## src/rtl/fib_pkg.sv

```systemverilog
// Shared constants for the Fibonacci-table arbiter: default widths, burst limit
// and FSM state encoding.
package fib_pkg;
  localparam int FIB_ADDR_W    = 10;
  localparam int FIB_DATA_W    = 16;
  localparam int FIB_MAX_BURST = 8;

  localparam logic [1:0] ST_IDLE  = 2'd0;
  localparam logic [1:0] ST_SERVE = 2'd1;
  localparam logic [1:0] ST_BURST = 2'd2;

  function automatic int ptr_width(input int n);
    return (n > 1) ? $clog2(n) : 1;
  endfunction
endpackage

```

## src/rtl/fib_ram_arbiter_rr_pick.sv

```systemverilog
// Round-robin priority pick: first asserted req at or after ptr, wrapping,
// returned both one-hot and as an index.
module rr_pick #(
  parameter int N_REQ = 4,
  parameter int PTR_W = 2
) (
  input  logic [N_REQ-1:0] req,
  input  logic [PTR_W-1:0] ptr,
  output logic [N_REQ-1:0] win,
  output logic [PTR_W-1:0] win_idx,
  output logic             any
);
  int idx;
  logic [PTR_W-1:0] pos;

  always_comb begin
    win     = '0;
    win_idx = '0;
    any     = 1'b0;
    idx     = 0;
    pos     = '0;
    // Scan from the far end back toward ptr so the nearest requester writes last.
    for (int k = N_REQ - 1; k >= 0; k--) begin
      idx = int'(ptr) + k;
      if (idx >= N_REQ) idx = idx - N_REQ;
      pos = PTR_W'(idx);
      if (req[pos]) begin
        win      = '0;
        win[pos] = 1'b1;
        win_idx  = pos;
        any      = 1'b1;
      end
    end
  end
endmodule

```

## src/rtl/fib_ram_arbiter.sv

```systemverilog
// Round-robin arbiter sharing one Fibonacci table read port among N_REQ requesters;
// a locked winner keeps the port, bounded by MAX_BURST only while others wait.
module fib_ram_arbiter
  import fib_pkg::*;
#(
  parameter int N_REQ     = 4,
  parameter int ADDR_W    = FIB_ADDR_W,
  parameter int DATA_W    = FIB_DATA_W,
  parameter int MAX_BURST = FIB_MAX_BURST
) (
  input  logic                    clk,
  input  logic                    rst,
  input  logic [N_REQ-1:0]        req,
  input  logic [N_REQ-1:0]        lock,
  input  logic [N_REQ*ADDR_W-1:0] addr,
  output logic [N_REQ-1:0]        gnt,
  output logic [ADDR_W-1:0]       ram_addr,
  input  logic [DATA_W-1:0]       ram_data,
  output logic [N_REQ-1:0]        rd_valid,
  output logic [DATA_W-1:0]       rd_data
);
  localparam int PTR_W = ptr_width(N_REQ);
  localparam int CNT_W = $clog2(MAX_BURST + 1);
  localparam logic [CNT_W-1:0] CNT_MAX  = CNT_W'(MAX_BURST);
  localparam logic [CNT_W-1:0] CNT_LAST = CNT_W'(MAX_BURST - 1);

  logic [ADDR_W-1:0] addr_arr [N_REQ];

  genvar gi;
  generate
    for (gi = 0; gi < N_REQ; gi++) begin : g_addr
      assign addr_arr[gi] = addr[gi*ADDR_W +: ADDR_W];
    end
  endgenerate

  logic [1:0]        state_reg, state_next;
  logic [PTR_W-1:0]  ptr_reg, ptr_next;
  logic [PTR_W-1:0]  owner_reg, owner_next;
  logic [CNT_W-1:0]  burst_cnt_reg, burst_cnt_next;
  logic              armed_reg;
  logic [N_REQ-1:0]  gnt_reg, gnt_next;
  logic [ADDR_W-1:0] ram_addr_reg, ram_addr_next;
  logic [N_REQ-1:0]  rd_valid_reg;
  logic [DATA_W-1:0] rd_data_reg;

  function automatic logic [PTR_W-1:0] next_ptr(input logic [PTR_W-1:0] p);
    return (int'(p) == N_REQ - 1) ? '0 : p + PTR_W'(1);
  endfunction

  logic [PTR_W-1:0] owner_inc, pick_start, pick_idx;
  logic [N_REQ-1:0] pick_win, owner_mask;
  logic             pick_any, others, hold;

  assign owner_inc  = next_ptr(owner_reg);
  // Leaving a burst restarts the search just past the owner.
  assign pick_start = (state_reg == ST_BURST) ? owner_inc : ptr_reg;

  rr_pick #(.N_REQ(N_REQ), .PTR_W(PTR_W)) u_pick (
    .req     (req),
    .ptr     (pick_start),
    .win     (pick_win),
    .win_idx (pick_idx),
    .any     (pick_any)
  );

  always_comb begin
    owner_mask            = '0;
    owner_mask[owner_reg] = 1'b1;
  end

  assign others = |(req & ~owner_mask);
  // burst_cnt counts owner grants after the entry grant, so CNT_LAST means MAX_BURST given.
  assign hold = (state_reg == ST_BURST) && req[owner_reg] && lock[owner_reg] &&
                !((burst_cnt_reg >= CNT_LAST) && others);

  always_comb begin
    state_next     = state_reg;
    ptr_next       = ptr_reg;
    owner_next     = owner_reg;
    burst_cnt_next = burst_cnt_reg;
    gnt_next       = '0;
    ram_addr_next  = ram_addr_reg;
    if (armed_reg) begin
      if (hold) begin
        gnt_next[owner_reg] = 1'b1;
        ram_addr_next       = addr_arr[owner_reg];
        burst_cnt_next      = (burst_cnt_reg == CNT_MAX) ? burst_cnt_reg
                                                         : burst_cnt_reg + CNT_W'(1);
      end else begin
        if (state_reg == ST_BURST) begin
          ptr_next       = owner_inc;
          burst_cnt_next = '0;
        end
        if (pick_any) begin
          gnt_next      = pick_win;
          ram_addr_next = addr_arr[pick_idx];
          if (lock[pick_idx]) begin
            state_next     = ST_BURST;
            owner_next     = pick_idx;
            burst_cnt_next = '0;
          end else begin
            state_next = ST_SERVE;
            ptr_next   = next_ptr(pick_idx);
          end
        end else begin
          state_next = ST_IDLE;
        end
      end
    end
  end

  // armed_reg holds off grants for one edge after reset release.
  always_ff @(posedge clk or negedge rst) begin
    if (!rst) begin
      state_reg     <= ST_IDLE;
      ptr_reg       <= '0;
      owner_reg     <= '0;
      burst_cnt_reg <= '0;
      armed_reg     <= 1'b0;
      gnt_reg       <= '0;
      ram_addr_reg  <= '0;
      rd_valid_reg  <= '0;
      rd_data_reg   <= '0;
    end else begin
      armed_reg     <= 1'b1;
      state_reg     <= state_next;
      ptr_reg       <= ptr_next;
      owner_reg     <= owner_next;
      burst_cnt_reg <= burst_cnt_next;
      gnt_reg       <= gnt_next;
      ram_addr_reg  <= ram_addr_next;
      rd_valid_reg  <= gnt_reg;
      if (|gnt_reg) rd_data_reg <= ram_data;
    end
  end

  assign gnt      = gnt_reg;
  assign ram_addr = ram_addr_reg;
  assign rd_valid = rd_valid_reg;
  assign rd_data  = rd_data_reg;
endmodule

```

## config.mk

```make
export PLATFORM = sky130hd
export DESIGN_NAME = fib_ram_arbiter
export DESIGN_NICKNAME = d
export VERILOG_FILES = /design/src/rtl/fib_pkg.sv /design/src/rtl/fib_ram_arbiter_rr_pick.sv /design/src/rtl/fib_ram_arbiter.sv
export SDC_FILE = /design/constraint.sdc
export NUM_CORES = 1
export LEC_CHECK = 0
export BUFFER_PORTS_ARGS = -buffer_cell sky130_fd_sc_hd__clkbuf_2
export CORE_ASPECT_RATIO = 0.5
export CORE_MARGIN = 8
export CORE_UTILIZATION = 56
export DETAILED_ROUTE_END_ITERATION = 7
export GPL_TIMING_DRIVEN = 0
export HOLD_SLACK_MARGIN = 0.02
export PLACE_DENSITY_LB_ADDON = 0.25
export SYNTH_ARGS = -nofsm -noshare
export SYNTH_HDL_FRONTEND = slang
export SYNTH_SLANG_ARGS = --single-unit
```

## constraint.sdc

```tcl
create_clock -name clk -period 8.33 [get_ports clk]
set_input_delay 0.833 -clock clk [delete_from_list [all_inputs] [get_ports clk]]
set_output_delay 0.833 -clock clk [all_outputs]
set_load 0.01 [all_outputs]
```

==> results.yml <==
status:
  status: "completed"
critical_path:
  r2r-start: "owner_reg[1]"
  crit_family: "buffers and inverters"
  slowest_stage: "buf_1"
  crit_path_start_kind: "flop"
  worstPathRequired_ns: 8.47
  cp.arrival_ns: 5.86
  crit_chain: "buf_1, inv_1, ha_1, and3b_1, a21o_1, buf_2, clkinv_1, ha_1, clkbuf_1, a211o_1, a32oi_1, nand2_1, o41ai_1, or2_1, clkbuf_1, o21ai_0"
  rr_endpoint: "ram_addr[7]"
  max_stage_delay_ns: 0.66
  crit_path_end_kind: "flop"
  rrSetupSlack_ns: 2.61
  cp_max_fo: 10
  cp-startpoint: "owner_reg[1]"
  cp.buffers_inverters: 6
  endpoint: "ram_addr[7]"
  critPathKind: "reg -> reg"
  critical_path_cell_count: 16
  rr_worst_depth: 16
place:
  port-buffer-count: 99
  place_area_um2: 3860
  dp_hpwl_mm: 7.23
  routabilityCongestion: 0.921
  dpl.cell_count: 485
  preCtsSetupSlack_ns: 2.87
sta:
  max-slew-margin-rel: 0.225
  tns_ns: 0
  skew_ns: 0.00579
  hold_viol: 0
  drv_slew: 0
  rsz0062_at_grt: "false"
  setup_viol: 0
  fin_crit_sh: 0.686
  worst_pin_slew_ns: 1.15
  timing.final.ws_setup_ns: 2.61
  fmax_ghz: 0.175
  layout_min_cycle_time_ns: 5.72
worst_hold_path:
  min_path_type: "reg -> reg"
  hp-start: "gnt[1]"
synth:
  synth_top_area_frac: 0.345
  avgSynthCellArea_um2: 10.5
  ys_ff_latch: 45
  synth-main-ff-cell: "dfrtp_1"
  synth-edff-count: 0
  syn-num-nets: 386
  syn_area_um2: 3270
  synth_cell_types: 63
  postSynthCellCount: 312
  ys_warn_count: 0
  seq_area_frac_synth: 0.345
  synth.area.top_cells: "dfrtp_1, mux2_2, mux4_2"
  async_flop_share: 1.00
  yosysTopAreaCell: "dfrtp_1"
global_routing:
  top_usage_layer: "met2"
  grt_pass1_vias: 3140
  grt_use_met1: 0.284
  track_usage: 0.213
  grt-ovfl-total: 0
  antenna_found_initial: 0
  grt_max_degree: 46
  grt_util_met2: 0.331
  grt_pass1_wl_mm: 15.1
  met3_usage: 0.0585
clocking:
  cts_tree: "yes"
  holdBufCountCts: 0
  root_buffer: "clkbuf_16"
  cts_max_path_buffers: 2
  post-cts-setup-buffer-count: 0
  clock_sinks: 45
  h-tree-depth: 2
  insertion_delay_ns: 0.28
  post_cts_resized: 0
  numCtsBuffers: 5
  path_clk_slew_ns: 0.06
cells_and_area:
  final_cells: 492
  antennaDiodeCount: 0
  largest_reg_flops: 16
  drive_gt1_frac: 0.391
  final_common_cell: "clkbuf_2"
  areaGrowthSynthToFinish_pct: 23.2
  layout_common_cells: "clkbuf_2, dfrtp_1, mux2i_1, mux2_2"
  fin_nets: 493
  final_cell_area_um2: 4020
floorplan:
  die_h_um: 70
  start_util: 0.587
  num_rows: 19
  die_w_um: 124
  fp.coreArea_um2: 5560
  ios: 100
  die-area_um2: 8680
routing:
  vias: 3152
  remaining_drc_errors: 0
  dr.pass1.iters: 5
  ant_nets: 0
  via_per_inst: 6.41
  first_iter_violations: 368
  wl_per_cell_um: 19.1
  wirelength_mm: 9.39
flow_run:
  max_cap_viol_count: 0
power_and_ir_drop:
  powerDensity_nw_per_um2: 515
  p_leak_uw: 0.00193
  ir_worst_vdd_mv: 0.332
  power_uw: 2070
[routing by layer]
| layer | share of wire | routed length [um] | up-vias |
|---|---|---|---|
| met3 | 0.12 | 1170 | 12 |
| li1 | - | - | 1418 |
| met2 | 0.44 | 4150 | 231 |
| met4 | 0.010 | 96 | 0 |
| met1 | 0.42 | 3980 | 1491 |
| met5 | 0 | 0 | - |
[metrics by stage]
step,hold slack [ns],utilization
2_1_floorplan,0.435,-
3_3_place_gp,0.399,0.693
3_5_place_dp,0.415,0.695
4_1_cts,0.428,0.723
5_1_grt,0.447,0.723
6_report,0.429,0.723
[worst min path at each step]
stage / end / slack (ns) / depth (start not counted)
finish: rd_valid[1] / 0.43 / 0
global route: rd_valid[1] / 0.45 / 0
CTS: rd_valid[1] / 0.43 / 0
detailed placement: rd_valid[1] / 0.42 / 0
global placement: rd_valid[0] / 0.40 / 0
floorplan: rd_valid[1] / 0.43 / 0
[cell families after synthesis]
logic type      count (synthesis)  share of synthesized area
compound gates                 88                      0.191
flops                          45                      0.345
xor+xnor                        1                    0.00268
other cells                     1                    0.00115
buf+inv                        32                     0.0418
mux                            68                      0.274
fa+ha+maj                       8                     0.0307
simple gates                   69                      0.114
[final cells by class]
cell class,count,area (um2)
multi-input cells,235,2000
flip-flops and latches,45,1130
plain buffers,17,77.6
inverters,15,58.8
well taps,73,91.3
clock inverters,2,35.0
fillers,385,1540
clock buffers,5,125
repair buffers,100,505
[where the power goes]
| group | switching (uW) | internal (uW) | leakage, uW |
|---|---|---|---|
| sequential | 72.6 | 317 | 0.000554 |
| clock | 79.0 | 139 | 0.0000797 |
| combinational | 805 | 660 | 0.00130 |
| total | 957 | 1120 | 0.00193 |
[cell usage after synthesis (2+ instances only)]
cell	count
or2_2	2
inv_1	12
mux4_2	13
o22ai_1	2
ha_1	8
nor3_1	3
a211oi_1	3
a311oi_1	2
a32oi_1	2
nand3_1	6
dfrtp_1	45
nand2_1	16
a31oi_1	2
o21ai_0	20
mux2i_1	27
o31ai_1	4
a41oi_1	2
a41o_1	3
buf_2	5
a21o_1	2
nor2_1	17
clkbuf_1	10
a2111oi_0	2
clkinv_1	2
a221oi_1	2
a211o_1	5
and3_1	13
a21oi_1	20
a2bb2oi_1	2
mux2_2	27
Power figures use the tool's default switching activity.
